### config.mk
export PLATFORM = sky130hd
export DESIGN_NAME = hazard_ctrl_flat
export DESIGN_NICKNAME = d
export VERILOG_FILES = /design/src/rtl/hazard_ctrl_if.sv /design/src/rtl/hazard_ctrl.sv /design/src/flat_wrapper.sv
export SDC_FILE = /design/constraint.sdc
export NUM_CORES = 1
export LEC_CHECK = 0
export BUFFER_PORTS_ARGS = -buffer_cell sky130_fd_sc_hd__buf_2
export CAP_MARGIN = 20
export CORE_ASPECT_RATIO = 0.8
export CORE_MARGIN = 2
export CORE_UTILIZATION = 40
export CTS_CLUSTER_SIZE = 12
export DETAILED_ROUTE_END_ITERATION = 10
export GPL_ROUTABILITY_DRIVEN = 0
export PLACE_DENSITY = 0.88
export SLEW_MARGIN = 10
export SYNTH_ARGS = -nofsm -noshare
export SYNTH_HDL_FRONTEND = slang
export SYNTH_SLANG_ARGS = --single-unit
export TNS_END_PERCENT = 30
### constraint.sdc
create_clock -name clk -period 2.6 [get_ports clk]
set_clock_uncertainty 0.05 [all_clocks]
set_input_delay 0.39 -clock clk [delete_from_list [all_inputs] [get_ports clk]]
set_output_delay 0.39 -clock clk [all_outputs]
set_load 0.03 [all_outputs]
### src/rtl/hazard_ctrl_if.sv
// hazard_ctrl_if: groups the pipeline-observation inputs and the pipeline
// control outputs of the hazard/pipeline-control unit.
//   master : pipeline side (drives ID/EX observations, receives controls)
//   slave  : hazard_ctrl side
// Signals:
//   id_rs1_addr/id_rs2_addr [4:0] : source registers of the instruction in ID
//   id_uses_rs1/id_uses_rs2       : instruction in ID reads rs1/rs2
//   ex_mem_read, ex_reg_write_en  : ID/EX register MemRead / reg_write_en
//   ex_rd_addr [4:0]              : ID/EX register rd
//   ex_redirect                   : branch taken / jump resolved in EX
//   pc_write_en, if_id_write_en   : PC and IF/ID write enables
//   flush_if_id, flush_id_ex      : load NOP / bubble on next edge
//   stall_active                  : PC/IF-ID frozen this cycle
//   load_stall_count, redirect_count [CNT_W-1:0] : performance counters
interface hazard_ctrl_if #(
  parameter int CNT_W = 32
);
  logic [4:0]       id_rs1_addr;
  logic [4:0]       id_rs2_addr;
  logic             id_uses_rs1;
  logic             id_uses_rs2;
  logic             ex_mem_read;
  logic             ex_reg_write_en;
  logic [4:0]       ex_rd_addr;
  logic             ex_redirect;
  logic             pc_write_en;
  logic             if_id_write_en;
  logic             flush_if_id;
  logic             flush_id_ex;
  logic             stall_active;
  logic [CNT_W-1:0] load_stall_count;
  logic [CNT_W-1:0] redirect_count;

  modport master (
    output id_rs1_addr, id_rs2_addr, id_uses_rs1, id_uses_rs2,
           ex_mem_read, ex_reg_write_en, ex_rd_addr, ex_redirect,
    input  pc_write_en, if_id_write_en, flush_if_id, flush_id_ex,
           stall_active, load_stall_count, redirect_count
  );

  modport slave (
    input  id_rs1_addr, id_rs2_addr, id_uses_rs1, id_uses_rs2,
           ex_mem_read, ex_reg_write_en, ex_rd_addr, ex_redirect,
    output pc_write_en, if_id_write_en, flush_if_id, flush_id_ex,
           stall_active, load_stall_count, redirect_count
  );
endinterface

### src/rtl/hazard_ctrl.sv
// hazard_ctrl: load-use hazard detection and pipeline control.
// Inserts LOAD_STALL_CYCLES bubbles into ID/EX per load-use hazard (PC and
// IF/ID frozen meanwhile) and squashes IF/ID + ID/EX on a redirect from EX.
// Ports:
//   clk : system clock, rising edge
//   rst : asynchronous active-high reset; forces all control outputs to 0
//   hz  : hazard_ctrl_if.slave (observations in, controls/counters out)
// Parameters:
//   LOAD_STALL_CYCLES : bubbles per load-use hazard, 1..15
//   CNT_W             : performance counter width
// Optional build macro HAZARD_PERF_EN enables the load_stall_count and
// redirect_count counters; without it both read 0 and have no flops.
module hazard_ctrl #(
  parameter int LOAD_STALL_CYCLES = 1,
  parameter int CNT_W             = 32
) (
  input  logic         clk,
  input  logic         rst,
  hazard_ctrl_if.slave hz
);

  if (LOAD_STALL_CYCLES < 1 || LOAD_STALL_CYCLES > 15 || CNT_W < 1) begin : g_bad_param
    $error("hazard_ctrl: LOAD_STALL_CYCLES must be 1..15 and CNT_W >= 1");
  end

  typedef enum logic {
    IDLE  = 1'b0,
    STALL = 1'b1
  } state_t;

  localparam logic [3:0] CNT_INIT = 4'(LOAD_STALL_CYCLES - 1);

  state_t     state, state_n;
  logic [3:0] cnt, cnt_n;
  logic       lu;
  logic       pc_we, ifid_we, fl_ifid, fl_idex, stall;
  logic       stall_flush, redir_flush;

  assign lu = hz.ex_mem_read & hz.ex_reg_write_en & (hz.ex_rd_addr != 5'd0) &
              ((hz.id_uses_rs1 & (hz.id_rs1_addr == hz.ex_rd_addr)) |
               (hz.id_uses_rs2 & (hz.id_rs2_addr == hz.ex_rd_addr)));

  always_ff @(posedge clk or posedge rst) begin
    if (rst) begin
      state <= IDLE;
      cnt   <= '0;
    end else begin
      state <= state_n;
      cnt   <= cnt_n;
    end
  end

  // rst gates the decode so every control output reads 0 while it is held.
  always_comb begin
    state_n     = state;
    cnt_n       = cnt;
    pc_we       = 1'b0;
    ifid_we     = 1'b0;
    fl_ifid     = 1'b0;
    fl_idex     = 1'b0;
    stall       = 1'b0;
    stall_flush = 1'b0;
    redir_flush = 1'b0;
    if (!rst) begin
      if (hz.ex_redirect) begin
        // Redirect wins in either state; any pending bubbles are dropped.
        pc_we       = 1'b1;
        ifid_we     = 1'b1;
        fl_ifid     = 1'b1;
        fl_idex     = 1'b1;
        redir_flush = 1'b1;
        state_n     = IDLE;
        cnt_n       = '0;
      end else if (state == STALL || lu) begin
        fl_idex     = 1'b1;
        stall       = 1'b1;
        stall_flush = 1'b1;
        if (state == IDLE) begin
          if (LOAD_STALL_CYCLES > 1) begin
            state_n = STALL;
            cnt_n   = CNT_INIT;
          end
        end else if (cnt == 4'd1) begin
          state_n = IDLE;
          cnt_n   = '0;
        end else begin
          cnt_n = cnt - 4'd1;
        end
      end else begin
        pc_we   = 1'b1;
        ifid_we = 1'b1;
      end
    end
  end

  assign hz.pc_write_en    = pc_we;
  assign hz.if_id_write_en = ifid_we;
  assign hz.flush_if_id    = fl_ifid;
  assign hz.flush_id_ex    = fl_idex;
  assign hz.stall_active   = stall;

`ifdef HAZARD_PERF_EN
  logic [CNT_W-1:0] ls_cnt, rd_cnt;

  always_ff @(posedge clk or posedge rst) begin
    if (rst) begin
      ls_cnt <= '0;
      rd_cnt <= '0;
    end else begin
      if (stall_flush) ls_cnt <= ls_cnt + 1'b1;
      if (redir_flush) rd_cnt <= rd_cnt + 1'b1;
    end
  end

  assign hz.load_stall_count = ls_cnt;
  assign hz.redirect_count   = rd_cnt;
`else
  logic unused_flush;
  assign unused_flush        = stall_flush ^ redir_flush;
  assign hz.load_stall_count = '0;
  assign hz.redirect_count   = '0;
`endif

endmodule

### src/flat_wrapper.sv
// flat-port wrapper written by rule: the top's interface ports become plain ports
module hazard_ctrl_flat 
#(
  parameter int LOAD_STALL_CYCLES = 1,
  parameter int CNT_W             = 32
)
  (clk, rst, hz_id_rs1_addr, hz_id_rs2_addr, hz_id_uses_rs1, hz_id_uses_rs2, hz_ex_mem_read, hz_ex_reg_write_en, hz_ex_rd_addr, hz_ex_redirect, hz_pc_write_en, hz_if_id_write_en, hz_flush_if_id, hz_flush_id_ex, hz_stall_active, hz_load_stall_count, hz_redirect_count);
  hazard_ctrl_if #(.CNT_W(CNT_W)) hz_i ();
  input  logic clk;
  input  logic rst;
  input wire logic [$bits(hz_i.id_rs1_addr)-1:0] hz_id_rs1_addr;
  input wire logic [$bits(hz_i.id_rs2_addr)-1:0] hz_id_rs2_addr;
  input wire logic [$bits(hz_i.id_uses_rs1)-1:0] hz_id_uses_rs1;
  input wire logic [$bits(hz_i.id_uses_rs2)-1:0] hz_id_uses_rs2;
  input wire logic [$bits(hz_i.ex_mem_read)-1:0] hz_ex_mem_read;
  input wire logic [$bits(hz_i.ex_reg_write_en)-1:0] hz_ex_reg_write_en;
  input wire logic [$bits(hz_i.ex_rd_addr)-1:0] hz_ex_rd_addr;
  input wire logic [$bits(hz_i.ex_redirect)-1:0] hz_ex_redirect;
  output wire logic [$bits(hz_i.pc_write_en)-1:0] hz_pc_write_en;
  output wire logic [$bits(hz_i.if_id_write_en)-1:0] hz_if_id_write_en;
  output wire logic [$bits(hz_i.flush_if_id)-1:0] hz_flush_if_id;
  output wire logic [$bits(hz_i.flush_id_ex)-1:0] hz_flush_id_ex;
  output wire logic [$bits(hz_i.stall_active)-1:0] hz_stall_active;
  output wire logic [$bits(hz_i.load_stall_count)-1:0] hz_load_stall_count;
  output wire logic [$bits(hz_i.redirect_count)-1:0] hz_redirect_count;
  assign hz_i.id_rs1_addr = hz_id_rs1_addr;
  assign hz_i.id_rs2_addr = hz_id_rs2_addr;
  assign hz_i.id_uses_rs1 = hz_id_uses_rs1;
  assign hz_i.id_uses_rs2 = hz_id_uses_rs2;
  assign hz_i.ex_mem_read = hz_ex_mem_read;
  assign hz_i.ex_reg_write_en = hz_ex_reg_write_en;
  assign hz_i.ex_rd_addr = hz_ex_rd_addr;
  assign hz_i.ex_redirect = hz_ex_redirect;
  assign hz_pc_write_en = hz_i.pc_write_en;
  assign hz_if_id_write_en = hz_i.if_id_write_en;
  assign hz_flush_if_id = hz_i.flush_if_id;
  assign hz_flush_id_ex = hz_i.flush_id_ex;
  assign hz_stall_active = hz_i.stall_active;
  assign hz_load_stall_count = hz_i.load_stall_count;
  assign hz_redirect_count = hz_i.redirect_count;
  hazard_ctrl #(.LOAD_STALL_CYCLES(LOAD_STALL_CYCLES), .CNT_W(CNT_W)) u_core (.clk(clk), .rst(rst), .hz(hz_i));
endmodule
; ---- Yosys cells after proc, flatten, opt, wreduce, memory -nomap -nowiden
; Index checks and enable logic that the tools add are counted.
[op_classes]
addsub = 1
n_eq_ne = 3
n_mux = 18
bitwise_logic = 7
n_reduce_logical = 6
[op_table]
columns = operator, count
row1 = 4-bit two-way mux, 4
row2 = 1-bit two-way mux, 14
row3 = 5-bit equality test, 2
row4 = 1-bit bitwise AND, 5
row5 = 5-bit nonzero test, 1
row6 = "4-bit by 1-bit equality test with 1-bit output, second input constant", 1
row7 = 2-bit nonzero test, 2
row8 = "4-bit by 1-bit subtractor with 4-bit output, second input constant", 1
row9 = 3-bit AND reduction, 1
row10 = 2-bit AND reduction, 1
row11 = 1-bit logical OR, 1
row12 = 1-bit NOT, 1
row13 = 1-bit OR, 1
[word_totals]
reg_bits = 5
out_inout_bits = 69
elab_cells = 37

; ---- Depth between registers and ports, before layout
; Gate-level depths: netlist of the first run.
[depth]
ltp_word = 8
depth_mapped = 6
ltp_nobuf = 6

; ---- Worst setup path after synthesis of the first run
; No wires, ideal clock.
[synth_timing]
kind = input to output
start = input hz_ex_rd_addr[3]
end = output hz_flush_id_ex
t_arrival_ps = 1771
t_required_ps = 2160
setup_slack_ps = 389
stages = 4
path_buffers = 0
cell_sequence = xor2_1 nor4_2 a32oi_1 o31ai_1
[synth_via]
elab_chain_cells = 8
elab_cells_between_ends = 12
[synth_lines]
columns = element, line_no
row1 = start: declaration, flat_wrapper.sv:17  ; input wire logic [$bits(hz_i.ex_rd_addr)-1:0] hz_ex_rd_addr;
row2 = 5-bit equality test (on tied branches), "hazard_ctrl.sv:40, hazard_ctrl.sv:41"
row3 = 1-bit bitwise AND (on tied branches), "hazard_ctrl.sv:40, hazard_ctrl.sv:41"
row4 = 1-bit OR, hazard_ctrl.sv:40  ; ((hz.id_uses_rs1 & (hz.id_rs1_addr == hz.ex_rd_addr)) |
row5 = 1-bit bitwise AND (*), hazard_ctrl.sv:39  ; assign lu = hz.ex_mem_read & hz.ex_reg_write_en & (hz.ex_rd_addr != 5'd0) &
row6 = 1-bit logical OR (*), hazard_ctrl.sv:74  ; end else if (state == STALL || lu) begin
row7 = 1-bit two-way mux (*), hazard_ctrl.sv:74
row8 = 1-bit two-way mux (*), hazard_ctrl.sv:65  ; if (hz.ex_redirect) begin
row9 = 1-bit two-way mux (*), hazard_ctrl.sv:64  ; if (!rst) begin
row10 = end: declaration, flat_wrapper.sv:22  ; output wire logic [$bits(hz_i.flush_id_ex)-1:0] hz_flush_id_ex;
; Every way passes the cells marked *; elsewhere a longest branch is shown, timed or not.

; ---- Final worst setup path of the first run
[layout_timing]
start = input hz_ex_rd_addr[3]
end = output hz_pc_write_en
[layout_via]
elab_chain_cells = 8
elab_cells_between_ends = 12
[layout_lines]
columns = element, line_no
row1 = 5-bit equality test (on tied branches), "hazard_ctrl.sv:40, hazard_ctrl.sv:41"
row2 = 1-bit bitwise AND (on tied branches), "hazard_ctrl.sv:40, hazard_ctrl.sv:41"
row3 = 1-bit OR, hazard_ctrl.sv:40
row4 = 1-bit bitwise AND (*), hazard_ctrl.sv:39
row5 = 1-bit logical OR (*), hazard_ctrl.sv:74
row6 = 1-bit two-way mux (*), hazard_ctrl.sv:74
row7 = 1-bit two-way mux (*), hazard_ctrl.sv:65
row8 = 1-bit two-way mux (*), hazard_ctrl.sv:64
row9 = end: declaration, flat_wrapper.sv:19  ; output wire logic [$bits(hz_i.pc_write_en)-1:0] hz_pc_write_en;
; Marked as above.

==> summary.md, run 1 <==
| Metric | Value |
|---|---|
| Status | `finished with violations` |
| Failing checks | `design-rule violations` |
| Critical path peak fanout | `3` |
| Synth warn | `0` |
| Antenna fix cells | `0` |
| Sink Count | `5` |
| Sequential area share after synthesis | `13.11%` |
| Lkg Pwr | `0.5110 nW` |
| Rows | `15` |
| Clock share of power | `26.4%` |
| Global routing's busiest layer | `met2` |
| PnR worst setup slack | `432.1 ps` |
| Reg-to-Reg Start | `u_core.state` |
| Die area | `0.002796 mm^2` |
| Final wirelength | `1.584 mm` |
| H-tree Lvls | `1` |
| Final Critical Period | `2168 ps` |
| CP most frequent cell | `buf_2` |
| Final Cycle Share | `83.38%` |
| Initial core utilization | `43.11%` |
| Setup crit end kind | `output port` |
| PortBufs | `26` |
| Final Hold Fails | `0` |
| 1st-iter DRT viols | `15` |
| Vias | `649` |
| Nets | `169` |
| Hold Crit Class | `input port to asynchronous set/reset pin` |
| Reg2Reg Setup Slack | `1100 ps` |
| Int Power | `0.1619 mW` |
| #FFs+latches synth | `5` |
| Synth Cell Area | `954.7 um^2` |
| Power Total | `0.3524 mW` |
| Crit-path max cell delay | `380 ps` |
| Yosys cell types | `28` |
| Type of the worst setup path | `input port to output port` |
| Initial antenna violation count | `0` |
| Die height | `47.70 um` |
| R2r worst-path depth | `4` |
| Root buf cell | `clkbuf_4` |
| Met1 Use GR | `11.79%` |
| Commonest non-fill, non-tap cell in the layout | `conb_1` |
| GR Layer Usage met3 | `0.8108%` |
| Flop pwr share | `22.1%` |
| Max IR drop VDD | `0.0001223 V` |
| Post-Syn Area per Cell | `8.160 um^2` |
| DIE WIDTH | `58.62 um` |
| Final non-filler cell total | `169` |
| Setup TNS | `0 ps` |
| Area Overhead vs Synth | `-7.077%` |
| Synth Instances | `117` |
| CTS Hold Buffers Added | `0` |
| Post-CTS Setup Bufs | `0` |
| Remaining antenna violation count | `0` |
| Final setup fails | `0` |
| Req. time, crit path | `2160 ps` |
| Post_cts resized | `0` |
| NetSw | `0.1905 mW` |
| CP Launch Type | `input port` |
| Slowest stage cell on the critical path | `o311a_1` |
| Most frequent cells in the layout | `64 x conb_1, 26 x buf_2, 8 x xor2_1` |
| Hpwl dp | `1.362 mm` |
| Clock insertion delay at the later pin of the skew report | `240 ps` |
| DRC violations left | `4` |
| Largest net degree at the start of global routing | `10` |
| RR Endpoint | `u_core.cnt[3]` |
| Worst path bufs/invs | `2` |
| Critical path data arrival time | `1730 ps` |
| Unrepaired setup endpoints after global routing | `no` |
| Routed vias/inst | `3.840` |
| Vias in the first global route | `441` |
| Aggregate global routing overflow | `0` |
| Crit path from | `hz_ex_rd_addr[3]` |
| Max Freq | `461.3 MHz` |
| First-pass GRT wire length | `1.987 mm` |
| Critical path, cell by cell | `buf_2 > xor2_1 > nor4_2 > a32oi_1 > o311a_1 > buf_2` |
| Max Slew Vio Count | `0` |
| Filler cell count | `235` |
| Power Density | `397.2 mW/mm^2` |
| GR Util met2 | `16.63%` |
| Sw frac | `54.06%` |
| Max-cap violations | `0` |
| First-pass DRT Iterations | `7` |
| Reg clk slew, reported paths | `50 ps` |
| Clk buf depth | `2` |
| Setup WS pre-CTS | `412.3 ps` |
| Placed cells | `165` |
| TritonCTS buffer count | `3` |
| Comb pwr share | `51.5%` |
| TritonCTS clock tree | `yes` |
| IO Pins | `91` |
| Total global-route track usage | `9.825%` |
| Critical path's top delay family | `compound AO/OA/AOI/OAI gates` |
| Layout cells sized above 1 | `22.22%` |
| Core Area | `0.002215 mm^2` |
| Avg WL per Cell | `9.373 um` |
metal layers:
| layer | vias to the layer above | wire length (um) |
|---|---|---|
| li1 | 308 | - |
| met1 | 293 | 568 |
| met2 | 46 | 831 |
| met3 | 2 | 163 |
| met4 | 0 | 21 |
| met5 | - | 0 |
state kept, by name, indices dropped and copies added, names as in the netlist:
register	cells
u_core.cnt	4
u_core.state	1
worst max path at each step:
stage | endpoint | slack [ps] | depth (start not counted)
floorplan | hz_flush_id_ex | 390 | 4
global placement | hz_if_id_write_en | 430 | 6
detailed placement | hz_if_id_write_en | 410 | 6
CTS | hz_if_id_write_en | 410 | 6
global route | hz_pc_write_en | 360 | 6
finish | hz_pc_write_en | 430 | 6
metrics by stage:
stage                     utilization [%]  cell area (um^2)  hold slack [ps]
after global routing                40.06             887.1            111.6
after floorplan                         -              1191            144.2
after CTS                           40.06             887.1            79.25
after global placement              38.87             860.8            341.8
after detailed placement            38.87             860.8            344.5
final                               40.06             887.1            89.10
power groups by stage:
stage	registers [mW]	logic [mW]	clock network [mW]
after floorplan	0.0792	0.227	0
after global placement	0.0792	0.178	0
after detailed placement	0.0792	0.179	0
after CTS	0.0780	0.179	0.0963
after global routing	0.0779	0.193	0.0992
final	0.0780	0.182	0.0929
kinds of logic after synthesis:
logic type / Yosys count / synth area share (%)
AOI/OAI and AO/OA: 14 / 11.93
and+or+nand+nor: 15 / 9.700
adders and majority gates: 2 / 2.621
DFF: 5 / 13.11
other: 1 / 0.3928
xor gates and xnor gates: 10 / 9.175
buffers and inverters: 70 / 53.08
cells in the mapped netlist, drive strengths merged:
master,instances,area share (%)
o41ai,1,1.7
o311a,1,1.0
buf,65,51
ha,2,2.6
o31ai,1,0.79
a21oi,1,0.52
nor2b,2,1.3
o21ai,5,2.6
conb,1,0.39
a22o,1,0.92
nand2,1,0.39
clkbuf,1,0.39
a32o,2,2.1
o211ai,1,1.3
nor2,3,1.2
xnor2,2,1.8
nand2b,2,1.3
nor3b,1,0.79
xor2,8,7.3
or4,1,0.79
and2,2,1.3
nand4,1,0.66
a32oi,1,0.92
inv,4,1.6
dfrtp,5,13
nor4,2,2.0
layout make-up:
cell class              count  area, um^2  share of cell area (%)
clock buffers               4       26.28                   2.962
repair buffers             26       130.1                   14.67
well taps                  25       31.28                   3.526
flip-flops and latches      5       125.1                   14.10
multi-input cells         105       559.3                   63.05
inverters                   4       15.01                   1.693
No activity file was read; power rests on OpenSTA's default activity.
==> run 2, diff against run 1 <==
--- a/config.mk
+++ b/config.mk
@@ -9,11 +9,11 @@
 export CAP_MARGIN = 20
 export CORE_ASPECT_RATIO = 0.8
 export CORE_MARGIN = 2
-export CORE_UTILIZATION = 40
+export CORE_UTILIZATION = 37
 export CTS_CLUSTER_SIZE = 12
 export DETAILED_ROUTE_END_ITERATION = 10
 export GPL_ROUTABILITY_DRIVEN = 0
-export PLACE_DENSITY = 0.88
+export PLACE_DENSITY = 0.82
 export SLEW_MARGIN = 10
 export SYNTH_ARGS = -nofsm -noshare
 export SYNTH_HDL_FRONTEND = slang
==> constraint.sdc (replaced) <==
create_clock -name clk -period 2 [get_ports clk]
set_clock_uncertainty 0.05 [all_clocks]
set_input_delay 0.3 -clock clk [delete_from_list [all_inputs] [get_ports clk]]
set_output_delay 0.3 -clock clk [all_outputs]
set_load 0.03 [all_outputs]
==> run 2 against run 1 <==
Effect of this change: the run now ends clean; register-to-register slack worse by 540 ps; wire length is 3.9% higher; non-clock buffer count is 3 higher; via count is 1.4% higher; largest cell class unchanged; largest power group unchanged.
==> summary.md, run 2 (same netlist as run 1, synthesis figures left out) <==
| Metric | Value |
|---|---|
| Status | `completed` |
| Hold Crit Class | `input port to asynchronous set/reset pin` |
| Max Slew Vio Count | `0 (unchanged)` |
| Final Hold Fails | `0 (unchanged)` |
| Rows | `16 (+1)` |
| Avg WL per Cell | `8.989 um (-4.1%)` |
| Final Critical Period | `1976 ps` |
| Slowest stage cell on the critical path | `nor4_2` |
| Critical path, cell by cell | `buf_6 > xor2_2 > nor4_2 > a32oi_2 > o31ai_2 > buf_2` |
| Setup crit end kind | `output port` |
| Biggest regs | `u_core.cnt (4), u_core.state (1)` |
| Final wirelength | `1.645 mm (+3.9%)` |
| Worst path bufs/invs | `2 (unchanged)` |
| Remaining antenna violation count | `0 (unchanged)` |
| DRC violations left | `0 (-4)` |
| Hpwl dp | `1.374 mm (+0.94%)` |
| Core Area | `0.002442 mm^2 (+10%)` |
| Max IR drop VDD | `0.0001651 V (+35%)` |
| Antenna fix cells | `0 (unchanged)` |
| Commonest non-fill, non-tap cell in the layout | `conb_1` |
| Largest net degree at the start of global routing | `10 (unchanged)` |
| Clock insertion delay at the later pin of the skew report | `240 ps (about the same)` |
| Nets | `172 (+1.8%)` |
| TritonCTS buffer count | `3 (unchanged)` |
| Type of the worst setup path | `input port to output port` |
| Req. time, crit path | `1650 ps (-510 ps)` |
| Layout Utilization | `39.70% (-0.35 points)` |
| Max Freq | `506.1 MHz` |
| Clk buf depth | `2 (unchanged)` |
| Most frequent cells in the layout | `64 x conb_1, 22 x buf_2, 7 x xor2_1` |
| Final setup fails | `0 (unchanged)` |
| DIE WIDTH | `60.79 um (+3.7%)` |
| Critical path depth | `6 (unchanged)` |
| Met1 Use GR | `12.42% (+0.63 points)` |
| Setup WS pre-CTS | `-12.16 ps (-424.4 ps)` |
| Lkg Pwr | `0.5368 nW (+5.0%)` |
| PnR worst setup slack | `23.97 ps (-408.2 ps)` |
| Reg clk slew, reported paths | `40 ps (about the same)` |
| GR Util met2 | `17.03% (+0.40 points)` |
| TritonCTS clock tree | `yes` |
| Post-CTS Setup Bufs | `0 (unchanged)` |
| Initial core utilization | `39.09% (-4.0 points)` |
| IO Pins | `91 (unchanged)` |
| Vias in the first global route | `506 (+15%)` |
| 1st-iter DRT viols | `32 (+17)` |
| Root buf cell | `clkbuf_4` |
| R2r worst-path depth | `4 (unchanged)` |
| Crit-path max cell delay | `330 ps (-50 ps)` |
| First-pass GRT wire length | `2.380 mm (+20%)` |
| Critical path's top delay family | `compound AO/OA/AOI/OAI gates` |
| Final Cycle Share | `98.80%` |
| Most flops, register | `u_core.cnt` |
| Max-cap violations | `0 (unchanged)` |
| Layout cells sized above 1 | `25.85% (+3.6 points)` |
| Die area | `0.003005 mm^2 (+7.5%)` |
| Critical path peak fanout | `3 (unchanged)` |
| Critical path data arrival time | `1630 ps (-100 ps)` |
| Initial antenna violation count | `0 (unchanged)` |
| First-pass DRT Iterations | `4 (-3)` |
| H-tree Lvls | `1 (unchanged)` |
| Area Overhead vs Synth | `1.573%` |
| Routed vias/inst | `3.596 (-6.4%)` |
| Filler cell count | `261 (+11%)` |
| CP Launch Type | `input port` |
| GR Layer Usage met3 | `3.714% (+2.9 points)` |
| Power Density | `483.6 mW/mm^2 (+22%)` |
| Unrepaired setup endpoints after global routing | `yes` |
| Max reg flops | `4 (unchanged)` |
| Die height | `49.44 um (+3.6%)` |
| Global routing's busiest layer | `met2` |
| Total global-route track usage | `10.81% (+0.98 points)` |
| Aggregate global routing overflow | `0 (unchanged)` |
| Vias | `658 (+1.4%)` |
| PortBufs | `26 (unchanged)` |
| Sink Count | `5 (unchanged)` |
[run 2: tightest hold or removal path, cell delays in order]
cell and delay (ps):
buf_2 140, inv_1 130, buf_4 150
[run 2: power by group]
group / total, mW / internal, mW / switching [mW]
logic: 0.251 / 0.0421 / 0.209
registers: 0.102 / 0.102 / 0
clock network: 0.116 / 0.0754 / 0.0406
total: 0.469 / 0.219 / 0.250
[run 2: layout make-up]
type / count / area [um^2] / area share (%)
Sequential cell: 5 / 125.1 / 12.90
Timing Repair Buffer: 29 / 172.7 / 17.81
Multi-Input combinational cell: 105 / 585.6 / 60.39
Clock buffer: 4 / 26.28 / 2.710
Tap cell: 36 / 45.04 / 4.645
Inverter: 4 / 15.01 / 1.548
[run 2: stage by stage]
step / power, mW / instance area (um^2) / setup TNS [ps] / instances / hold WS [ps]
6_report: 0.4689 / 969.7 / 0 / 183 / 118.1
5_1_grt: 0.4955 / 969.7 / -102.4 / 183 / 145.4
4_1_cts: 0.4623 / 940.9 / 0 / 183 / 118.5
3_5_place_dp: 0.3401 / 894.6 / -12.16 / 178 / 228.5
3_3_place_gp: 0.3397 / 894.6 / 0 / 178 / 216.5
2_1_floorplan: 0.3985 / 1196 / 0 / 180 / 54.22
[run 2: metal layers]
layer / wire (um) / vias to the layer above
li1: - / 312
met1: 644 / 301
met2: 847 / 43
met3: 138 / 2
met4: 15 / 0
met5: 0 / -
[run 2: path summary, 6_finish.rpt]
kind,slack [ps],end,from
max,20,hz_flush_id_ex,hz_id_rs1_addr[0]
min,120,u_core.cnt[0],rst
max reg2reg,560,u_core.cnt[3],u_core.state
min reg2reg,470,u_core.cnt[3],u_core.cnt[3]
max in group asynchronous,1210,u_core.cnt[3],rst
min in group clk,360,u_core.cnt[2],rst
[run 2: timing repair]
| action | in CTS | in global routing |
|---|---|---|
| cloned | 0 | 0 |
| pin swaps | 0 | 6 |
| setup endpoints to repair | 1 | 4 |
| hold buffers | 1 | 0 |
| hold endpoints to repair | 2 | 0 |
| resized for setup | 2 | 7 |
